==> src/rtl/mmio_uart_tx.sv <==
// Memory-mapped UART transmitter: stores to TXDATA are queued in a small FIFO
// and sent as 8N1 frames on tx; STATUS and DROPCNT can be polled.
module mmio_uart_tx #(
   parameter logic [31:0] BASE_ADDR    = 32'h0000_FF00,
   parameter int          CLKS_PER_BIT = 16,
   parameter int          FIFO_DEPTH   = 8
) (
   input  logic        clk,
   input  logic        reset,
   input  logic        memwrite,
   input  logic [31:0] dataadr,
   input  logic [31:0] writedata,
   output logic        sel,
   output logic [31:0] readdata,
   output logic        tx,
   output logic        irq
);
   localparam int PW = $clog2(FIFO_DEPTH);
   localparam int CW = $clog2(FIFO_DEPTH + 1);
   localparam int BW = $clog2(CLKS_PER_BIT);
   localparam logic [BW-1:0] BAUD_LAST = BW'(CLKS_PER_BIT - 1);
   localparam logic [CW-1:0] DEPTH_C   = CW'(FIFO_DEPTH);

   typedef enum logic [1:0] {IDLE, START, DATA, STOP} state_t;

   state_t        state_reg, state_next;
   logic [BW-1:0] baud_reg, baud_next;
   logic [2:0]    bit_reg, bit_next;
   logic [7:0]    shift_reg, shift_next;
   logic          tx_reg, tx_next;
   logic          irq_reg, irq_next;
   logic [7:0]    fifo_mem [FIFO_DEPTH];
   logic [PW-1:0] wr_ptr_reg, wr_ptr_next, rd_ptr_reg, rd_ptr_next;
   logic [CW-1:0] count_reg, count_next;
   logic [7:0]    drop_reg, drop_next;
   logic [1:0]    offset;
   logic [3:0]    status_count;
   logic          push_req, clr_req, push, pop, full, empty, baud_end;
   logic          unused_bits;

   assign sel          = (dataadr[31:4] == BASE_ADDR[31:4]);
   assign offset       = dataadr[3:2];
   assign push_req     = memwrite && sel && (offset == 2'd0);
   assign clr_req      = memwrite && sel && (offset == 2'd2);
   assign full         = (count_reg == DEPTH_C);
   assign empty        = (count_reg == '0);
   assign baud_end     = (baud_reg == BAUD_LAST);
   assign status_count = 4'(count_reg);
   assign unused_bits  = &{1'b0, dataadr[1:0], writedata[31:8]};
   assign tx           = tx_reg;
   assign irq          = irq_reg;

   always_comb begin
      readdata = '0;
      if (sel) begin
         case (offset)
            2'd1:    readdata = {20'd0, status_count, 5'd0, empty, full, state_reg != IDLE};
            2'd2:    readdata = {24'd0, drop_reg};
            default: readdata = '0;
         endcase
      end
   end

   always_comb begin
      state_next = state_reg;
      baud_next  = baud_reg;
      bit_next   = bit_reg;
      shift_next = shift_reg;
      pop        = 1'b0;
      case (state_reg)
         IDLE: begin
            if (!empty) begin
               pop        = 1'b1;
               shift_next = fifo_mem[rd_ptr_reg];
               baud_next  = '0;
               state_next = START;
            end
         end
         START: begin
            if (baud_end) begin
               baud_next  = '0;
               bit_next   = '0;
               state_next = DATA;
            end else begin
               baud_next = baud_reg + BW'(1);
            end
         end
         DATA: begin
            if (baud_end) begin
               baud_next  = '0;
               shift_next = {1'b0, shift_reg[7:1]};
               if (bit_reg == 3'd7) state_next = STOP;
               else                 bit_next   = bit_reg + 3'd1;
            end else begin
               baud_next = baud_reg + BW'(1);
            end
         end
         STOP: begin
            if (baud_end) begin
               baud_next = '0;
               // Chain straight into the next start bit so frames are contiguous.
               if (!empty) begin
                  pop        = 1'b1;
                  shift_next = fifo_mem[rd_ptr_reg];
                  state_next = START;
               end else begin
                  state_next = IDLE;
               end
            end else begin
               baud_next = baud_reg + BW'(1);
            end
         end
         default: state_next = IDLE;
      endcase

      // A full FIFO still accepts a push when the head leaves in the same cycle.
      push        = push_req && (!full || pop);
      wr_ptr_next = push ? wr_ptr_reg + PW'(1) : wr_ptr_reg;
      rd_ptr_next = pop  ? rd_ptr_reg + PW'(1) : rd_ptr_reg;
      case ({push, pop})
         2'b10:   count_next = count_reg + CW'(1);
         2'b01:   count_next = count_reg - CW'(1);
         default: count_next = count_reg;
      endcase

      drop_next = drop_reg;
      if (clr_req)                                      drop_next = '0;
      else if (push_req && !push && drop_reg != 8'hFF) drop_next = drop_reg + 8'd1;

      tx_next = 1'b1;
      if (state_next == START)     tx_next = 1'b0;
      else if (state_next == DATA) tx_next = shift_next[0];
      irq_next = (count_next == '0) && (state_next == IDLE);
   end

   always_ff @(posedge clk) begin
      if (push) fifo_mem[wr_ptr_reg] <= writedata[7:0];
   end

   always_ff @(posedge clk or negedge reset) begin
      if (!reset) begin
         state_reg  <= IDLE;
         baud_reg   <= '0;
         bit_reg    <= '0;
         shift_reg  <= '0;
         tx_reg     <= 1'b1;
         irq_reg    <= 1'b1;
         wr_ptr_reg <= '0;
         rd_ptr_reg <= '0;
         count_reg  <= '0;
         drop_reg   <= '0;
      end else begin
         state_reg  <= state_next;
         baud_reg   <= baud_next;
         bit_reg    <= bit_next;
         shift_reg  <= shift_next;
         tx_reg     <= tx_next;
         irq_reg    <= irq_next;
         wr_ptr_reg <= wr_ptr_next;
         rd_ptr_reg <= rd_ptr_next;
         count_reg  <= count_next;
         drop_reg   <= drop_next;
      end
   end
endmodule

==> config.mk <==
export PLATFORM = sky130hd
export DESIGN_NAME = mmio_uart_tx
export DESIGN_NICKNAME = d
export VERILOG_FILES = /design/src/rtl/mmio_uart_tx.sv
export SDC_FILE = /design/constraint.sdc
export NUM_CORES = 1
export LEC_CHECK = 0
export ABC_AREA = 1
export CORE_ASPECT_RATIO = 0.9
export CORE_MARGIN = 2
export CORE_UTILIZATION = 35
export CTS_CLUSTER_DIAMETER = 150
export DETAILED_ROUTE_END_ITERATION = 8
export MAX_ROUTING_LAYER = met4
export PLACE_DENSITY = 0.61
export SYNTH_ARGS = -nofsm -noshare
export SYNTH_HDL_FRONTEND = slang
export SYNTH_SLANG_ARGS = --single-unit
==> constraint.sdc <==
create_clock -name clk -period 5.2 [get_ports clk]
set_clock_uncertainty 0.2 [all_clocks]
set_input_delay 1.04 -clock clk [delete_from_list [all_inputs] [get_ports clk]]
set_output_delay 1.04 -clock clk [all_outputs]
set_load 0.05 [all_outputs]
==> results of run 1 <==
==> cells in the mapped netlist, types with 2 or more instances <==
library cell   n  area (um^2)
ha_1          15          188
a21oi_1       13         65.1
nand2_4        2         22.5
nand2_1       87          327
edfxtp_1      64         1920
nor3_1        21          105
o211ai_1      11         82.6
buf_4         20          150
inv_2          4         15.0
inv_1         50          188
nand3_4        3         52.6
o21ai_1        4         20.0
nand2_2        4         25.0
a221o_1        2         20.0
o22ai_1        7         43.8
o31ai_1        2         15.0
nor2_1        71          267
nand4_1        3         18.8
nand3_1       23          115
xor2_1         8         70.1
dfstp_2        2         52.6
o21ai_0       54          270
buf_2          4         20.0
clkbuf_1       6         22.5
dfrtp_1       35          876
==> area by class of cell <==
class | instances | area, um^2 | share of cell area, %
inverter | 55 | 208 | 3.41
sequential | 101 | 2850 | 46.8
clock buffer | 9 | 225 | 3.70
tap | 193 | 241 | 3.96
clock inverter | 5 | 45.0 | 0.739
multi-input combinational | 365 | 1930 | 31.6
timing repair buffer | 62 | 598 | 9.81
==> per-stage QoR <==
step / utilization, % / hold slack [ns]
6_report: 43.2 / 0.294
4_1_cts: 43.2 / 0.291
3_3_place_gp: 41.3 / 0.267
5_1_grt: 43.2 / 0.327
3_5_place_dp: 41.3 / 0.268
2_1_floorplan: - / 0.246
==> final timing paths <==
| check | depth (start not counted) | end |
|---|---|---|
| setup / recovery | 11 | readdata[1] |
| hold / removal | 2 | shift_reg[0] |
| setup reg to reg | 9 | fifo_mem[3][5] |
| hold reg to reg | 2 | shift_reg[0] |
| max in group asynchronous | 1 | baud_reg[3] |
| min in group asynchronous | 1 | wr_ptr_reg[1] |
==> worst max-delay path, stage by stage <==
cell and delay [ns]:
clkdlybuf4s50_1 0.46, nand2_1 0.05, inv_1 0.04, nand2_1 0.04
nor2_1 0.09, nand2_1 0.07, nor2_2 0.25, inv_1 0.20
nor3_1 0.27, a32o_1 0.19, clkdlybuf4s50_1 0.80
==> power by group <==
group          leakage [nW]  internal (W)     switching (W)
logic                  1.26     0.0000289         0.0000520
registers              1.02      0.000854  0.00000000000479
clock network         0.130      0.000327          0.000292
total                  2.41       0.00121          0.000344
==> cells by family after synthesis <==
group | Yosys count
adder cells (fa/ha/maj) | 15
flip-flops | 101
XOR/XNOR | 8
buffers and inverters | 85
AO/OA/AOI/OAI | 101
other | 1
AND/OR/NAND/NOR | 221
==> routing by layer <==
layer	part of all wire [%]	global-route usage [%]	vias up
met5	0	-	-
met4	1.2	4.21	0
met3	5.9	3.26	16
met2	48	23.7	122
met1	45	18.5	1844
li1	-	-	1891
==> qor.yml, run 1 <==
run_status:
  status: "complete, no violations"
synthesis:
  synth_edf_count: 64
  synth_mux_area_share_pct: 0
  synth-adder-area-share_pct: 3.68
  ys.flop_type: "edfxtp_1"
  synthArstFlopShare_pct: 36.6
  ys_seq_elements: 101
  syn_area_mm2: 0.00510
  synth_warnings: 0
  synth_top_family_by_area: "simple AND/OR/NAND/NOR gates"
  synth-simple-area-share_pct: 19.4
  ys_types: 42
  synth_area_per_cell_um2: 9.58
  synth-compound-area-share_pct: 11.6
  syn_inst: 532
  seq_area_frac_synth_pct: 55.9
  synthXorXnorAreaFrac_pct: 1.37
clock_network:
  clk_pin_slew_ns: 0.06
  cts.sinks: 101
  numCtsBuffers: 9
  cts_hold_buf: 0
  cts_htree_levels: 3
  cts.path.max_buffers: 2
  cts_tree: "yes"
  cts_root_buf: "clkbuf_16"
  clock_latency_ns: 0.34
  cts-resized-gates: 0
  postCtsSetupBuffers: 0
sta:
  post-route-period-util_pct: 91.4
  setup_viol: 0
  fmax_mhz: 210
  grt_setup_unrepaired: "no"
  setup_ws_ns: 0.449
  finalCriticalPeriod_ns: 4.75
  worst_pin_slew_ns: 0.940
  tns_ns: 0
  hold_violations: 0
  slew_violations: 0
  max_slew_margin_pct: 37.2
setup_path:
  path_class: "input pin to output port"
  timing.rr.start: "state_reg[1]"
  crit_fanout: 7
  critPathRequiredTime_ns: 3.96
  arrival_ns: 3.51
  r2r_slack_ns: 2.19
  cp-end-kind: "output port"
  worstSetupStartpoint: "dataadr[9]"
  start_kind: "input pin"
placement:
  post-place-ws_ns: 0.421
  io_buffers: 55
  gp_congestion: 0.850
  post_dp_cell_area_mm2: 0.00582
  dp.cells: 776
  post-dp-hpwl_mm: 7.49
final_layout:
  num_antenna_cells: 0
  layout_common_cells: "87 x nand2_1, 71 x nor2_1, 64 x edfxtp_1"
  nFillCells: 1338
  postLayoutCellArea_mm2: 0.00609
  final_common_cell: "nand2_1"
  fin_cells: 790
  largest_reg_flops: 64
  nets: 676
  syn_to_final_growth_pct: 19.6
  drive_gt1_share_pct: 7.71
pwr:
  peakVddDrop_mv: 0.219
  pwr_density_cell_mw_per_mm2: 255
  power_w: 0.00155
  power_leakage_nw: 2.41
grt:
  grt_usage_pct: 14.6
  antenna_found_initial: 0
  grt_max_degree: 38
  grt-ovfl-total: 0
  grt_pass1_vias: 3618
  grt_pass1_wl_mm: 17.8
min_path:
  min_from: "shift_reg[0]"
  hp-class: "flip-flop to flip-flop"
floorplanning:
  core_mm2: 0.0141
  die_area_mm2: 0.0155
  die_y_um: 118
  rows: 41
  initial_core_util_pct: 36.1
  die_x_um: 131
  ios: 102
drt:
  dr.pass1.iters: 5
  wl_per_cell_um: 13.6
  finalWirelength_mm: 10.7
  vias: 3873
  via_per_inst: 4.90
  dr.first_iter.drc_count: 191
  drc_errors: 0
  drtAntennaViolNets: 0
job:
  maxCapViolCount: 0
(Power assumes the default switching activity.)
==> run 2, diff against run 1 <==
--- a/config.mk
+++ b/config.mk
@@ -12,7 +12,8 @@
 export CTS_CLUSTER_DIAMETER = 150
 export DETAILED_ROUTE_END_ITERATION = 8
 export MAX_ROUTING_LAYER = met4
-export PLACE_DENSITY = 0.61
+export PLACE_DENSITY_LB_ADDON = 0.05
+export SLEW_MARGIN = 20
 export SYNTH_ARGS = -nofsm -noshare
 export SYNTH_HDL_FRONTEND = slang
 export SYNTH_SLANG_ARGS = --single-unit
==> run 2 against run 1 <==
Against the previous run: hold slack worse by 0.014 ns; clock power up 4.2%; sequential share of layout area down 0.14 points; critical path depth up 1; cell area up 0.31%; die area unchanged; non-clock buffer count up 2; cell count up 0.51%; count of clock-buffer cells in the layout up 2; via count down 3.4%; first-iteration DRC count up 63%.
==> qor.yml, run 2 (synthesis results as in run 1) <==
run_status:
  status: "complete, no violations"  # unchanged
final_layout:
  largest_reg_flops: 64  # unchanged
  regArea_mm2: 0.00285  # unchanged
  syn_to_final_growth_pct: 20.0  # was 19.6%
  drive_gt1_share_pct: 7.32  # was 7.71%
  final_common_cell: "nand2_1"  # unchanged
  nFillCells: 1385  # was 1338
  nets: 678  # was 676
  multi_input_area_mm2: 0.00192  # was 0.00193 mm^2
  final_util_pct: 43.3  # was 43.2%
  fin_cells: 794  # was 790
  num_antenna_cells: 0  # unchanged
  layout_common_cells: "87 x nand2_1, 71 x nor2_1, 64 x edfxtp_1"  # unchanged
clock_network:
  cts.path.max_buffers: 2  # unchanged
  clk_pin_slew_ns: 0.07  # was 0.06 ns
  cts_root_buf: "clkbuf_16"  # unchanged
  clock_latency_ns: 0.34  # about the same
  cts.sinks: 101  # unchanged
  cts_hold_buf: 0  # unchanged
  cts_tree: "yes"  # unchanged
  cts_htree_levels: 3  # unchanged
  postCtsSetupBuffers: 0  # unchanged
  numCtsBuffers: 9  # unchanged
  cts-resized-gates: 0  # unchanged
placement:
  dp.cells: 778  # was 776
  io_buffers: 55  # unchanged
  gp_congestion: 0.782  # was 0.850
  post-dp-hpwl_mm: 8.02  # was 7.49 mm
pwr:
  power.switching_w: 0.000327  # was 0.000344 W
  internal_power_w: 0.00125  # was 0.00121 W
  p_comb_share_pct: 5.1  # was 5.2%
  power_w: 0.00158  # was 0.00155 W
  power_switching_share_pct: 20.7  # was 22.2%
  power_frac_clock_pct: 40.8  # was 39.8%
  power_frac_seq_pct: 54.1  # was 55.0%
  peakVddDrop_mv: 0.149  # was 0.219 mV
  power_leakage_nw: 2.43  # was 2.41 nW
  pwr_density_cell_mw_per_mm2: 259  # was 255 mW/mm^2
drt:
  finalWirelength_mm: 11.6  # was 10.7 mm
  wl_per_cell_um: 14.6  # was 13.6 um
  vias: 3742  # was 3873
  dr.pass1.iters: 4  # was 5
  via_per_inst: 4.71  # was 4.90
  dr.first_iter.drc_count: 312  # was 191
  drtAntennaViolNets: 0  # unchanged
  drc_errors: 0  # unchanged
sta:
  setup_viol: 0  # unchanged
  max_slew_margin_pct: 32.3  # was 37.2%
  slew_violations: 0  # unchanged
  worst_pin_slew_ns: 1.01  # was 0.940 ns
  post-route-period-util_pct: 90.4  # was 91.4%
  hold_violations: 0  # unchanged
  tns_ns: 0  # unchanged
  grt_setup_unrepaired: "no"  # unchanged
  holdWs_ns: 0.281  # was 0.294 ns
  fmax_mhz: 213  # was 210 MHz
  finalCriticalPeriod_ns: 4.70  # was 4.75 ns
setup_path:
  start_kind: "input pin"  # unchanged
  arrival_ns: 3.46  # was 3.51 ns
  cp-end-kind: "output port"  # unchanged
  critPathRequiredTime_ns: 3.96  # about the same
  path_class: "input pin to output port"  # unchanged
  crit_fanout: 7  # unchanged
  r2r_slack_ns: 1.99  # was 2.19 ns
floorplanning:
  core_mm2: 0.0141  # unchanged
  die_y_um: 118  # unchanged
  die_area_mm2: 0.0155  # unchanged
  rows: 41  # unchanged
  initial_core_util_pct: 36.1  # unchanged
  die_x_um: 131  # unchanged
  ios: 102  # unchanged
grt:
  grt_pass1_vias: 3690  # was 3618
  antenna_found_initial: 0  # unchanged
  grt_max_degree: 38  # unchanged
  grt-ovfl-total: 0  # unchanged
  grt_usage_pct: 16.4  # was 14.6%
  grt_pass1_wl_mm: 19.1  # was 17.8 mm
job:
  maxCapViolCount: 0  # unchanged
min_path:
  hp-class: "flip-flop to flip-flop"  # unchanged
run 2: layout make-up:
cell class,count,share of cell area [%]
flip-flops and latches,101,46.6
clock inverters,5,0.839
inverters,55,3.40
multi-input cells,365,31.4
repair buffers,64,10.0
clock buffers,11,3.81
well taps,193,3.95
run 2: critical path, stage by stage:
cell	delay, ns
clkdlybuf4s50_1	0.45
nand2_1	0.04
inv_1	0.04
nand2_1	0.04
nor2_1	0.10
nand2_1	0.08
nor2_2	0.25
nand2_1	0.24
inv_1	0.14
nand3_1	0.09
o31ai_1	0.08
clkdlybuf4s50_1	0.86
run 2: metrics by stage:
stage	instance area (um^2)	setup WS (ns)
CTS	6110	0.445
global placement	5830	0.451
finish	6110	0.497
floorplan	5170	0.112
detailed placement	5830	0.439
global route	6110	0.260
run 2: worst paths after layout:
check | startpoint | to | cells after the start
min in group asynchronous | reset | baud_reg[3] | 1
hold reg to reg | shift_reg[0] | shift_reg[0] | 2
max in group asynchronous | reset | rd_ptr_reg[1] | 1
setup / recovery | dataadr[10] | readdata[2] | 12
setup reg to reg | state_reg[1] | fifo_mem[0][4] | 10
hold / removal | shift_reg[0] | shift_reg[0] | 2
run 2: per-layer routing:
layer	part of all wire, %	global-route usage, %	up-vias
li1	-	-	1898
met1	48	21.6	1753
met2	47	25.3	78
met3	4.1	4.38	13
met4	1.0	3.87	0
met5	0	-	-
run 2: power by group through the flow:
stage | combinational [W] | sequential (W) | clock [W]
global placement | 0.0000804 | 0.000871 | 0
floorplan | 0.0000501 | 0.000872 | 0
finish | 0.0000808 | 0.000855 | 0.000645
CTS | 0.0000819 | 0.000855 | 0.000672
detailed placement | 0.0000816 | 0.000871 | 0
global route | 0.0000876 | 0.000854 | 0.000703
==> run 3, diff against run 2 <==
==> constraint.sdc (replaced) <==
create_clock -name clk -period 5.4 [get_ports clk]
set_clock_uncertainty 0.2 [all_clocks]
set_input_delay 1.08 -clock clk [delete_from_list [all_inputs] [get_ports clk]]
set_output_delay 1.08 -clock clk [all_outputs]
set_load 0.05 [all_outputs]
==> run 3 against run 2 <==
Against the previous run: count of clock-buffer cells in the layout down 1; cell count down 0.88%; largest cell class unchanged; first-iteration DRC count shrank 13%; via count is essentially flat; power increased by 1.5%; die area unchanged; highest routed layer unchanged; register-to-register slack better by 0.25 ns; global-route usage hardly changed.
==> qor.yml, run 3 (synthesis results as in run 1) <==
drt:
  drc_errors: 0  # unchanged
  finalWirelength_mm: 11.6  # about the same
  dr.pass1.iters: 6  # was 4
  wl_per_cell_um: 14.8  # was 14.6 um
  dr.first_iter.drc_count: 270  # was 312
  via_per_inst: 4.76  # was 4.71
  drtAntennaViolNets: 0  # unchanged
  vias: 3745  # was 3742
clock_network:
  clock_latency_ns: 0.35  # was 0.34 ns
  cts_htree_levels: 3  # unchanged
  cts.sinks: 101  # unchanged
  cts_hold_buf: 0  # unchanged
  cts_root_buf: "clkbuf_16"  # unchanged
  cts.path.max_buffers: 2  # unchanged
  cts_tree: "yes"  # unchanged
  postCtsSetupBuffers: 0  # unchanged
  clk_pin_slew_ns: 0.07  # about the same
  cts-resized-gates: 0  # unchanged
  numCtsBuffers: 9  # unchanged
setup_path:
  cp-end-kind: "output port"  # unchanged
  r2r_slack_ns: 2.24  # was 1.99 ns
  path_class: "input pin to output port"  # unchanged
  arrival_ns: 3.52  # was 3.46 ns
  crit_fanout: 7  # unchanged
  critPathRequiredTime_ns: 4.12  # was 3.96 ns
  start_kind: "input pin"  # unchanged
grt:
  grt_pass1_wl_mm: 19.2  # was 19.1 mm
  grt_max_degree: 38  # unchanged
  antenna_found_initial: 0  # unchanged
  grt-ovfl-total: 0  # unchanged
  grt_usage_pct: 16.4  # about the same
  grt_pass1_vias: 3656  # was 3690
final_layout:
  layout_common_cells: "87 x nand2_1, 71 x nor2_1, 64 x edfxtp_1"  # unchanged
  num_antenna_cells: 0  # unchanged
  final_common_cell: "nand2_1"  # unchanged
  drive_gt1_share_pct: 7.91  # was 7.32%
  nFillCells: 1366  # was 1385
  nets: 671  # was 678
  syn_to_final_growth_pct: 20.4  # was 20.0%
  largest_reg_flops: 64  # unchanged
  multi_input_area_mm2: 0.00195  # was 0.00192 mm^2
  regArea_mm2: 0.00285  # unchanged
pwr:
  p_comb_share_pct: 4.8  # was 5.1%
  power_frac_clock_pct: 43.9  # was 40.8%
  power_frac_seq_pct: 51.3  # was 54.1%
  peakVddDrop_mv: 0.152  # was 0.149 mV
  pwr_density_cell_mw_per_mm2: 262  # was 259 mW/mm^2
  power_switching_share_pct: 21.4  # was 20.7%
  power_leakage_nw: 2.42  # was 2.43 nW
  power.switching_w: 0.000344  # was 0.000327 W
  power_w: 0.00160  # was 0.00158 W
  internal_power_w: 0.00126  # was 0.00125 W
run_status:
  status: "complete, no violations"  # unchanged
floorplanning:
  rows: 41  # unchanged
  core_mm2: 0.0141  # unchanged
  ios: 102  # unchanged
  die_y_um: 118  # unchanged
  die_x_um: 131  # unchanged
  die_area_mm2: 0.0155  # unchanged
  initial_core_util_pct: 36.1  # unchanged
sta:
  hold_violations: 0  # unchanged
  max_slew_margin_pct: 28.7  # was 32.3%
  setup_viol: 0  # unchanged
  worst_pin_slew_ns: 1.06  # was 1.01 ns
  grt_setup_unrepaired: "no"  # unchanged
  tns_ns: 0  # unchanged
  finalCriticalPeriod_ns: 4.80
  post-route-period-util_pct: 89.0
  slew_violations: 0  # unchanged
  fmax_mhz: 208
placement:
  gp_congestion: 0.766  # was 0.782
  post-dp-hpwl_mm: 8.00  # was 8.02 mm
  io_buffers: 55  # unchanged
min_path:
  hp-class: "flip-flop to flip-flop"  # unchanged
job:
  maxCapViolCount: 0  # unchanged
## run 3: cell types whose count changed in the layout (fill, tap and decap cells not counted), moves of 2 or more
cell / previous run / this run
buf_4: 9 / 2
nor3_1: 21 / 14
nor3_2: 0 / 7
clkinv_1: 2 / 0
inv_6: 0 / 2
## run 3: cell type report
class	instances	share of cell area [%]
tap	193	3.94
multi-input combinational	365	31.8
sequential	101	46.5
clock buffer	10	3.73
inverter	55	3.39
clock inverter	6	1.53
timing repair buffer	57	9.14
## run 3: final timing paths
check	start	to	cells past startpoint
worst max-delay path	dataadr[9]	readdata[0]	12
worst max register to register	state_reg[1]	fifo_mem[0][3]	9
worst min-delay path	shift_reg[0]	shift_reg[0]	2
worst min register to register	shift_reg[0]	shift_reg[0]	2
min in group asynchronous	reset	baud_reg[3]	1
max in group asynchronous	reset	wr_ptr_reg[1]	1
## run 3: power groups by stage
stage	clock, W	combinational (W)	sequential, W
2_1_floorplan	0	0.0000483	0.000839
6_report	0.000704	0.0000775	0.000823
4_1_cts	0.000726	0.0000785	0.000822
3_5_place_dp	0	0.0000783	0.000839
3_3_place_gp	0	0.0000773	0.000839
5_1_grt	0.000754	0.0000844	0.000822
## run 3: per-stage QoR
step | hold slack, ns | area [um^2] | setup slack (ns) | std cells | utilization (%)
2_1_floorplan | 0.246 | 5170 | 0.232 | 551 | -
3_3_place_gp | 0.266 | 5810 | 0.569 | 771 | 41.2
3_5_place_dp | 0.268 | 5810 | 0.565 | 771 | 41.2
4_1_cts | 0.288 | 6130 | 0.566 | 787 | 43.5
5_1_grt | 0.326 | 6130 | 0.346 | 787 | 43.5
6_report | 0.281 | 6130 | 0.595 | 787 | 43.5
## run 3: critical path, stage by stage
cell and delay (ns):
clkdlybuf4s50_1 0.45, nand2_1 0.05, inv_1 0.04, nand2_1 0.04, nor2_1 0.09, nand2_1 0.08
nor2_2 0.27, nand2_1 0.25, inv_1 0.14, nand3_1 0.09, o31ai_1 0.08, clkdlybuf4s50_1 0.85
## run 3: layer usage
metal  vias up  GRT usage [%]  routed length, um
met1      1770           21.3               5390
met5         -              -                  0
met3         7           4.68                554
met4         0           3.06                 80
met2        83           26.0               5610
li1       1885              -                  -
